## src/rtl/pps_scheduler_pkg.sv

```systemverilog
// Shared types and constants for the PPS-locked interval scheduler.
// Channel behaviour under PPS is selected by PPS_RESYNC_EN (see pps_scheduler_channel).
package pps_scheduler_pkg;

    typedef enum logic [1:0] {
        CH_IDLE    = 2'd0,
        CH_ARMED   = 2'd1,
        CH_RUNNING = 2'd2
    } chan_state_t;

    localparam int unsigned DEF_NCHAN        = 4;
    localparam int unsigned DEF_PERIOD_WIDTH = 20;

    // A programmed period of this value disables the channel.
    localparam int unsigned PERIOD_DISABLE = 0;

    function automatic int unsigned chan_w(input int unsigned n);
        return (n > 1) ? $clog2(n) : 1;
    endfunction

endpackage

```

## src/rtl/pps_interval_scheduler_if.sv

```systemverilog
// Tick, configuration and status bundle between the timebase/CPU side and the scheduler.
interface pps_interval_scheduler_if
    import pps_scheduler_pkg::*;
#(
    parameter int unsigned NCHAN        = DEF_NCHAN,
    parameter int unsigned PERIOD_WIDTH = DEF_PERIOD_WIDTH
);
    localparam int unsigned CHW = chan_w(NCHAN);

    logic                    usTick;
    logic                    ppsTick;
    logic                    cfgWrite;
    logic [CHW-1:0]          cfgChannel;
    logic                    cfgEnable;
    logic [PERIOD_WIDTH-1:0] cfgPeriod;
    logic [NCHAN-1:0]        trigger;
    logic [NCHAN-1:0]        armed;
    logic [NCHAN-1:0]        running;

    modport master (
        output usTick, ppsTick, cfgWrite, cfgChannel, cfgEnable, cfgPeriod,
        input  trigger, armed, running
    );

    modport slave (
        input  usTick, ppsTick, cfgWrite, cfgChannel, cfgEnable, cfgPeriod,
        output trigger, armed, running
    );

endinterface

```

## src/rtl/pps_scheduler_channel.sv

```systemverilog
// One scheduler channel: IDLE/ARMED/RUNNING FSM, shadow/active period and down-counter.
// PPS_RESYNC_EN defined: each ppsTick re-phases RUNNING channels; otherwise they free-run.
module pps_scheduler_channel
    import pps_scheduler_pkg::*;
#(
    parameter int unsigned PERIOD_WIDTH = DEF_PERIOD_WIDTH
) (
    input  logic                    clk,
    input  logic                    rst_n,
    input  logic                    usTick,
    input  logic                    ppsTick,
    input  logic                    wr,
    input  logic                    wrEnable,
    input  logic [PERIOD_WIDTH-1:0] wrPeriod,
    output logic                    trigger,
    output logic                    armed,
    output logic                    running
);
`ifdef PPS_RESYNC_EN
    localparam bit RESYNC = 1'b1;
`else
    localparam bit RESYNC = 1'b0;
`endif

    localparam logic [PERIOD_WIDTH-1:0] ONE  = PERIOD_WIDTH'(1);
    localparam logic [PERIOD_WIDTH-1:0] ZERO = PERIOD_WIDTH'(PERIOD_DISABLE);

    chan_state_t             state, state_nxt;
    logic [PERIOD_WIDTH-1:0] shadow, shadow_nxt;
    logic [PERIOD_WIDTH-1:0] active, active_nxt;
    logic [PERIOD_WIDTH-1:0] count, count_nxt;
    logic                    trig_q, trig_nxt;

    always_ff @(posedge clk) begin
        if (!rst_n) begin
            state  <= CH_IDLE;
            shadow <= '0;
            active <= '0;
            count  <= '0;
            trig_q <= 1'b0;
        end else begin
            state  <= state_nxt;
            shadow <= shadow_nxt;
            active <= active_nxt;
            count  <= count_nxt;
            trig_q <= trig_nxt;
        end
    end

    // A write outranks any tick in the same cycle, so it also suppresses a due trigger.
    always_comb begin
        state_nxt  = state;
        shadow_nxt = shadow;
        active_nxt = active;
        count_nxt  = count;
        trig_nxt   = 1'b0;

        if (wr) begin
            count_nxt = '0;
            if (wrEnable && (wrPeriod != ZERO)) begin
                shadow_nxt = wrPeriod;
                state_nxt  = CH_ARMED;
            end else begin
                state_nxt  = CH_IDLE;
            end
        end else begin
            unique case (state)
                CH_ARMED: begin
                    if (ppsTick) begin
                        active_nxt = shadow;
                        count_nxt  = shadow - ONE;
                        trig_nxt   = 1'b1;
                        state_nxt  = CH_RUNNING;
                    end
                end
                CH_RUNNING: begin
                    if (RESYNC && ppsTick) begin
                        count_nxt = active - ONE;
                        trig_nxt  = 1'b1;
                    end else if (usTick) begin
                        if (count == '0) begin
                            count_nxt = active - ONE;
                            trig_nxt  = 1'b1;
                        end else begin
                            count_nxt = count - ONE;
                        end
                    end
                end
                default: begin
                    state_nxt = CH_IDLE;
                end
            endcase
        end
    end

    assign trigger = trig_q;
    assign armed   = (state == CH_ARMED);
    assign running = (state == CH_RUNNING);

endmodule

```

## src/rtl/pps_interval_scheduler.sv

```systemverilog
// Multi-channel PPS-phase-locked periodic trigger scheduler; decodes config writes per channel.
// Optional PPS_RESYNC_EN re-phases running channels on every PPS.
module pps_interval_scheduler
    import pps_scheduler_pkg::*;
#(
    parameter int unsigned NCHAN        = DEF_NCHAN,
    parameter int unsigned PERIOD_WIDTH = DEF_PERIOD_WIDTH
) (
    input  logic                     clk,
    input  logic                     rst_n,
    pps_interval_scheduler_if.slave  bus
);
    localparam int unsigned CHW = chan_w(NCHAN);

    logic [NCHAN-1:0] trig_v;
    logic [NCHAN-1:0] armed_v;
    logic [NCHAN-1:0] run_v;

    // Channel indices >= NCHAN match no instance, so such writes are dropped.
    for (genvar i = 0; i < NCHAN; i++) begin : g_chan
        logic wr;
        assign wr = bus.cfgWrite && (bus.cfgChannel == CHW'(i));

        pps_scheduler_channel #(
            .PERIOD_WIDTH (PERIOD_WIDTH)
        ) u_chan (
            .clk      (clk),
            .rst_n    (rst_n),
            .usTick   (bus.usTick),
            .ppsTick  (bus.ppsTick),
            .wr       (wr),
            .wrEnable (bus.cfgEnable),
            .wrPeriod (bus.cfgPeriod),
            .trigger  (trig_v[i]),
            .armed    (armed_v[i]),
            .running  (run_v[i])
        );
    end

    assign bus.trigger = trig_v;
    assign bus.armed   = armed_v;
    assign bus.running = run_v;

endmodule

```

## src/flat_wrapper.sv

```systemverilog
// flat-port wrapper written by rule: the top's interface ports become plain ports
module pps_interval_scheduler_flat import pps_scheduler_pkg::*;
#(
    parameter int unsigned NCHAN        = DEF_NCHAN,
    parameter int unsigned PERIOD_WIDTH = DEF_PERIOD_WIDTH
)
  (clk, rst_n, bus_usTick, bus_ppsTick, bus_cfgWrite, bus_cfgChannel, bus_cfgEnable, bus_cfgPeriod, bus_trigger, bus_armed, bus_running);
  pps_interval_scheduler_if #(.NCHAN(NCHAN), .PERIOD_WIDTH(PERIOD_WIDTH)) bus_i ();
  input  logic clk;
  input  logic rst_n;
  input wire logic [$bits(bus_i.usTick)-1:0] bus_usTick;
  input wire logic [$bits(bus_i.ppsTick)-1:0] bus_ppsTick;
  input wire logic [$bits(bus_i.cfgWrite)-1:0] bus_cfgWrite;
  input wire logic [$bits(bus_i.cfgChannel)-1:0] bus_cfgChannel;
  input wire logic [$bits(bus_i.cfgEnable)-1:0] bus_cfgEnable;
  input wire logic [$bits(bus_i.cfgPeriod)-1:0] bus_cfgPeriod;
  output wire logic [$bits(bus_i.trigger)-1:0] bus_trigger;
  output wire logic [$bits(bus_i.armed)-1:0] bus_armed;
  output wire logic [$bits(bus_i.running)-1:0] bus_running;
  assign bus_i.usTick = bus_usTick;
  assign bus_i.ppsTick = bus_ppsTick;
  assign bus_i.cfgWrite = bus_cfgWrite;
  assign bus_i.cfgChannel = bus_cfgChannel;
  assign bus_i.cfgEnable = bus_cfgEnable;
  assign bus_i.cfgPeriod = bus_cfgPeriod;
  assign bus_trigger = bus_i.trigger;
  assign bus_armed = bus_i.armed;
  assign bus_running = bus_i.running;
  pps_interval_scheduler #(.NCHAN(NCHAN), .PERIOD_WIDTH(PERIOD_WIDTH)) u_core (.clk(clk), .rst_n(rst_n), .bus(bus_i));
endmodule
```

## config.mk

```make
export PLATFORM = sky130hd
export DESIGN_NAME = pps_interval_scheduler_flat
export DESIGN_NICKNAME = d
export VERILOG_FILES = /design/src/rtl/pps_scheduler_pkg.sv /design/src/rtl/pps_interval_scheduler_if.sv /design/src/rtl/pps_scheduler_channel.sv /design/src/rtl/pps_interval_scheduler.sv /design/src/flat_wrapper.sv
export SDC_FILE = /design/constraint.sdc
export NUM_CORES = 1
export LEC_CHECK = 0
export CORE_UTILIZATION = 55
export DETAILED_ROUTE_END_ITERATION = 10
export GPL_TIMING_DRIVEN = 0
export PLACE_DENSITY = 0.78
export SLEW_MARGIN = 10
export SYNTH_ARGS = -nofsm -noshare
export SYNTH_HDL_FRONTEND = slang
export SYNTH_SLANG_ARGS = --single-unit
```

## constraint.sdc

```tcl
create_clock -name clk -period 4.4 [get_ports clk]
set_clock_uncertainty 0.2 [all_clocks]
set_input_delay 0.44 -clock clk [delete_from_list [all_inputs] [get_ports clk]]
set_output_delay 0.44 -clock clk [all_outputs]
set_load 0.02 [all_outputs]
```

======== Word level (Yosys, flattened, before mapping) ========
Cells that the tools add are included.
storage, ports and cells
  bits in registers ....................... 252
  latch bits .............................. 0
  RAM bits ................................ 0
  memory bits (read-only) ................. 0
  input bits .............................. 28
  output and inout port bits .............. 12
  word-level logic and storage cells ...... 138
  memories ................................ 0
operators by class
  $add $sub $neg .......................... 12
  multipliers ............................. 0
  divide/modulo/power cells ............... 0
  $lt $le $gt $ge ......................... 0
  eq/ne operators ......................... 27
  shift-type cells ........................ 0
  muxes and demuxes ....................... 39
  bitwise logic cells ..................... 5
  reductions and logical operators ........ 35
operators by type and width
  operator                                              number
  two-way mux 20 bit                                    12
  subtractor 20 x 1 -> 20 bit (second input constant)   12
  case mux 20 bit (2 select lines)                      4
  logical NOT 20 bit                                    4
  != test 2 bit (second input constant)                 12
  AND reduction 3 bit                                   8
  nonzero test 20 bit                                   1
  case mux 2 bit (2 select lines)                       4
  AND reduction 2 bit                                   8
  equality test 2 bit (second input constant)           6
  != test 3 bit (second input constant)                 4
  equality test 2 x 1 -> 1 bit (second input constant)  5
  two-way mux 1 bit                                     10
  two-way mux 2 bit                                     5
  case mux 1 bit (2 select lines)                       4
  nonzero test 2 bit                                    4
  OR reduction 2 bit                                    4
  logical AND 1 bit                                     5
  inverter 1 bit                                        5
  logical NOT 2 bit                                     1

======== Depth between registers and ports, before layout ========
Gate-level depths: netlist of the first run.
  depth in word-level cells ............... 4
  depth in mapped cells ................... 17
  gate-level depth less buffers ........... 14

======== By module ========
From an unflattened synthesis of the first run, not the netlist that was laid out.
unflattened totals
  cells, all modules ...................... 1673
  area total of the unflattened synthesis .. 13731.9 sq um
by module, submodules not included
  module                                                times used  cells an instance  area each (sq um)  seq. area each (sq um)
  pps_scheduler_channel at u_core.g_chan[0].u_chan ...  3           417                3393.3             1261.2
  pps_scheduler_channel at u_core.g_chan[3].u_chan      1           418                3514.6             1261.2
  pps_interval_scheduler                                1           4                  37.5               0.0

======== Worst setup path after synthesis of the first run ========
OpenSTA, ideal clock, no wires.
  kind .................................... register to register
  from .................................... register u_core.g_chan[0].u_chan.state[0]
  to ...................................... register u_core.g_chan[0].u_chan.count[16]
  library setup time ...................... 132 ps
  arrival ................................. 3091 ps
  data required time ...................... 4068 ps
  setup slack ............................. 976 ps
  stages on the path, launching flop included .. 17
  path buffers ............................ 4
  clock period less this slack ............ 3424 ps
  path through ............................ dfxtp_1 -> inv_1 -> ha_1 -> clkbuf_1 -> clkbuf_1 -> buf_1 -> buf_1 -> a21oi_1 -> inv_1 -> ha_1 -> o21ai_0 -> nor3_1 -> o21a_1 -> and3_1 -> nor2b_1 -> xnor2_1 -> a21oi_1
on the way
  longest elaborated chain between the ends .. 3
  elaborated cells between the ends (all ways) .. 7
  classes of those cells .................. 4 x eq/ne; 1 x mux; 2 x reduce/logical
RTL lines
  item                                                                         line                         text
  start: declaration                                                           pps_scheduler_channel.sv:28  chan_state_t state, state_nxt;
  start signal: assignment                                                     pps_scheduler_channel.sv:42  state <= state_nxt;
  equality test 2 bit *                                                        -
  net u_core.g_chan[0].u_chan.running                                          pps_scheduler_channel.sv:17  output logic running
  != test 2 bit (no source line) / nonzero test 2 bit (equally long branches)  -
  AND reduction 3 bit (no source line)                                         -
  end signal: assignment                                                       pps_scheduler_channel.sv:45  count <= count_nxt;
  end: declaration                                                             pps_scheduler_channel.sv:31  logic [PERIOD_WIDTH-1:0] count, count_nxt;
The timed path passes the listed nets; every way through them passes the cells marked *.
A chain may end at the register's enable or synchronous reset.

======== Worst setup path in the final report of the first run ========
  from .................................... register u_core.g_chan[0].u_chan.count[14]
  to ...................................... register u_core.g_chan[0].u_chan.count[16]
on the way
  longest elaborated chain between the ends .. 4
  elaborated cells between the ends (all ways) .. 5
  classes of those cells .................. 1 x add/sub; 3 x mux; 1 x reduce/logical
RTL lines
  item                                                                      line                                                      text
  subtractor 20 x 1 -> 20 bit / logical NOT 20 bit (equally long branches)  pps_scheduler_channel.sv:85, pps_scheduler_channel.sv:81
  two-way mux 20 bit *                                                      pps_scheduler_channel.sv:81                               if (count == '0) begin
  two-way mux 20 bit *                                                      pps_scheduler_channel.sv:80                               end else if (usTick) begin
  case mux 20 bit (2 select lines) *                                        pps_scheduler_channel.sv:67                               unique case (state)
Mark *: on every way between the ends. The rest lies on a longest branch, timed or not. The select of a mux whose other input is x is not followed.

==> summary.txt, run 1 <==
Status - completed
CP max-delay cell - nor4_1
Post-Syn Area - 0.0131 mm2
Rel. slew slack - 24.3%
Final Cycle Share - 94.7%
Die Footprint - 0.0244 mm2
Area post-placement - 0.0139 mm2
Worst hold margin - 0.269 ns
Critical-path cell list - nor4_1 > and2_1 > clkbuf_1 > a21oi_1 > a21oi_1 > inv_1 > ha_1 > o21ai_0 > nor3_1 > o21a_1 > and3_1 > nor2b_1 > xnor2_1 > a21oi_1
Buffers on Ports - 36
Routed Antenna Nets - 0
GRT busiest layer - met2
Rows - 56
Antenna cells - 0
DR iter-0 viols - 1115
Worst-Skew Late Latency - 0.55 ns
Area Growth Syn to Fin - 13.4%
Residual DRC count - 0
Hold-fix buffers at CTS - 0
Wire length per cell - 18.7 um
Top_reg_cell synth - dfxtp_1
Worst setup SP type - register
Total Routing Usage GR - 31.1%
CTS Root Cell - clkbuf_16
Max Freq - 0.240 GHz
Non-Filler Instances - 2028
Worst Setup End Kind - register
Synth unique cells - 70
Synth Net Count - 1662
Grt met1 use - 42.0%
Setup Viol. Count Final - 0
Power density over the cells - 372 mW/mm2
Post-DP HPWL - 27500 um
Layout Nets - 1728
Die Span X - 156 um
Post-CTS setup buffer count - 0
Worst slew pin tran - 1.13 ns
Share of cells above drive strength 1 - 5.97%
Largest net degree at the start of global routing - 14
Pins Over Slew Limit - 0
M3 GR Usage - 3.77%
CP max stage delay - 0.93 ns
CTS tree - yes
TNS Setup - 0 ns
Final hold violations - 0
GR Overflow Total - 0
Number of enable flip-flop cells after synthesis - 0
Worst path buffer plus inverter count - 2
Worst hold path type - reg2reg
GPL Wtd Cong - 0.963
Final core utilization - 63.5%
H-tree Lvls - 1
Pre-antenna DRT Iters - 5
Finished Cell Area - 0.0149 mm2
Vias after detailed routing - 12.2k
RSZ-0062 raised after global routing - false
Synthesized area per cell - 8.08 um2
Crit-path max FO - 10
Sequential share of the synthesized area - 38.5%
Clock Path Buffers - 3
Core area - 0.0234 mm2
Placed Cells - 1977
Cells after synthesis - 1622
CP required - 4.60 ns
Max Cap Viol - 0
Leakage - 0.00558 uW
# IOs - 40
Warnings from Yosys - 0
Clock transition at the registers of the reported paths - 0.06 ns
Critical path class - reg2reg
Tmin final - 4.17 ns
Post-CTS sizing - 1
Detailed Route WL - 37800 um
Seq cells post-synth - 252
Die Span Y - 156 um
Vias in the first global route - 11.4k
TritonCTS buffer count - 28
Met2 usage - 52.2%
Asr flop ratio synth - 0%
First-pass GRT wire length - 60500 um
Peak VDD IR - 0.289 mV
Worst path top cell family by delay - simple AND/OR/NAND/NOR gates
Initial antenna violation count - 0
Starting density of the core - 56.0%
CP arrival - 4.36 ns
CTS sink cnt - 252
Most used cell, CP - a21oi_1
Via density - 6.00
## routing by layer
metal	vias up	share of wire, %
met1	5785	44
met4	0	2.4
li1	5832	-
met5	-	0
met2	475	46
met3	72	7.0
## logic make-up (layout without fill, tap and decap cells)
kind of cell	count (synthesis)	in the layout	share of synthesized area, %
compound gates	415	415	20.5
xor+xnor	57	57	3.81
fa+ha+maj	12	12	1.15
buf+inv	142	229	4.56
flops	252	252	38.5
mux	112	112	8.69
simple gates	632	632	22.8
## Yosys cell counts, drive strengths merged (23+ instances only)
cell    count  area [um2]
nor4       36         225
nor2b      88         551
nand2     213         800
o21ai      62         310
xor2       26         228
mux2i      98         981
a21boi     84         631
dfxtp     252        5040
inv        23        86.3
clkbuf     82         308
xnor2      31         272
a211oi     53         403
nor2      170         638
buf        37         203
a21oi     130         654
nor3       46         235
## stage by stage
stage	setup WS (ns)	total power (uW)
global route	0.0556	5710
CTS	0.149	5530
global placement	0.0794	3040
detailed placement	0.0130	3050
finish	0.235	5530
floorplan	0.976	2860
## path summary, 6_finish.rpt
kind | startpoint | endpoint | slack (ns) | cells after the start
setup / recovery | u_core.g_chan[0].u_chan.count[14] | u_core.g_chan[0].u_chan.count[16] | 0.23 | 14
hold / removal | u_core.g_chan[2].u_chan.active[17] | u_core.g_chan[2].u_chan.active[17] | 0.27 | 2
setup reg to reg | u_core.g_chan[0].u_chan.count[14] | u_core.g_chan[0].u_chan.count[16] | 0.23 | 14
hold reg to reg | u_core.g_chan[2].u_chan.active[17] | u_core.g_chan[2].u_chan.active[17] | 0.27 | 2
## layout make-up
| class | instances | area, um2 |
|---|---|---|
| Clock buffer | 41 | 831 |
| Tap cell | 319 | 399 |
| Sequential cell | 252 | 5040 |
| Inverter | 23 | 86.3 |
| Timing Repair Buffer | 36 | 360 |
| Buffer | 119 | 514 |
| Clock inverter | 10 | 159 |
| Multi-Input combinational cell | 1228 | 7470 |
| Fill cell | 2078 | 8540 |
## layout by cell type, fill, tap and decap left out, types with 13 or more instances in the layout
| cell type | synthesis | layout |
|---|---|---|
| nor3_1 | 45 | 45 |
| a31oi_1 | 13 | 13 |
| a21boi_0 | 84 | 84 |
| inv_1 | 23 | 23 |
| mux2i_1 | 98 | 98 |
| clkdlybuf4s50_1 | 0 | 36 |
| nand2_1 | 213 | 213 |
| a211oi_1 | 52 | 52 |
| nor4_1 | 36 | 35 |
| nand3_1 | 14 | 14 |
| o21ai_0 | 60 | 60 |
| clkbuf_16 | 0 | 29 |
| xnor2_1 | 31 | 31 |
| clkbuf_1 | 82 | 87 |
| dfxtp_1 | 252 | 252 |
| buf_1 | 15 | 13 |
| nor2_1 | 170 | 170 |
| mux2_2 | 14 | 14 |
| nor2b_1 | 88 | 88 |
| a21oi_1 | 129 | 129 |
| xor2_1 | 26 | 26 |
## sequential cells by signal, summed over array words and instances, names as in the netlist
name	count
u_core.g_chan.u_chan.count	80
u_core.g_chan.u_chan.trigger	4
u_core.g_chan.u_chan.active	80
u_core.g_chan.u_chan.shadow	80
u_core.g_chan.u_chan.state	8
## report_power, final
part / total, uW / switching, uW / internal (uW)
clock network: 2510 / 965 / 1540
logic: 664 / 410 / 254
registers: 2360 / 41.2 / 2320
## worst register-to-register path: cells and delay by family, from the launching register on
kind	cells	cell delay [ns]
adders and majority gates	1	0.25
xor gates and xnor gates	1	0.15
DFF	1	0.37
buffers and inverters	2	0.53
AOI/OAI and AO/OA	5	0.80
and+or+nand+nor	5	1.74
Note: power is estimated with default switching activity, not from simulation.
==> run 2: changes to the inputs <==
--- a/config.mk
+++ b/config.mk
@@ -13,3 +13,4 @@
 export SYNTH_ARGS = -nofsm -noshare
 export SYNTH_HDL_FRONTEND = slang
 export SYNTH_SLANG_ARGS = --single-unit
+export TNS_END_PERCENT = 20
==> results of run 2 <==
Same layout as run 1: the final DEF is identical, and so are final timing and power.
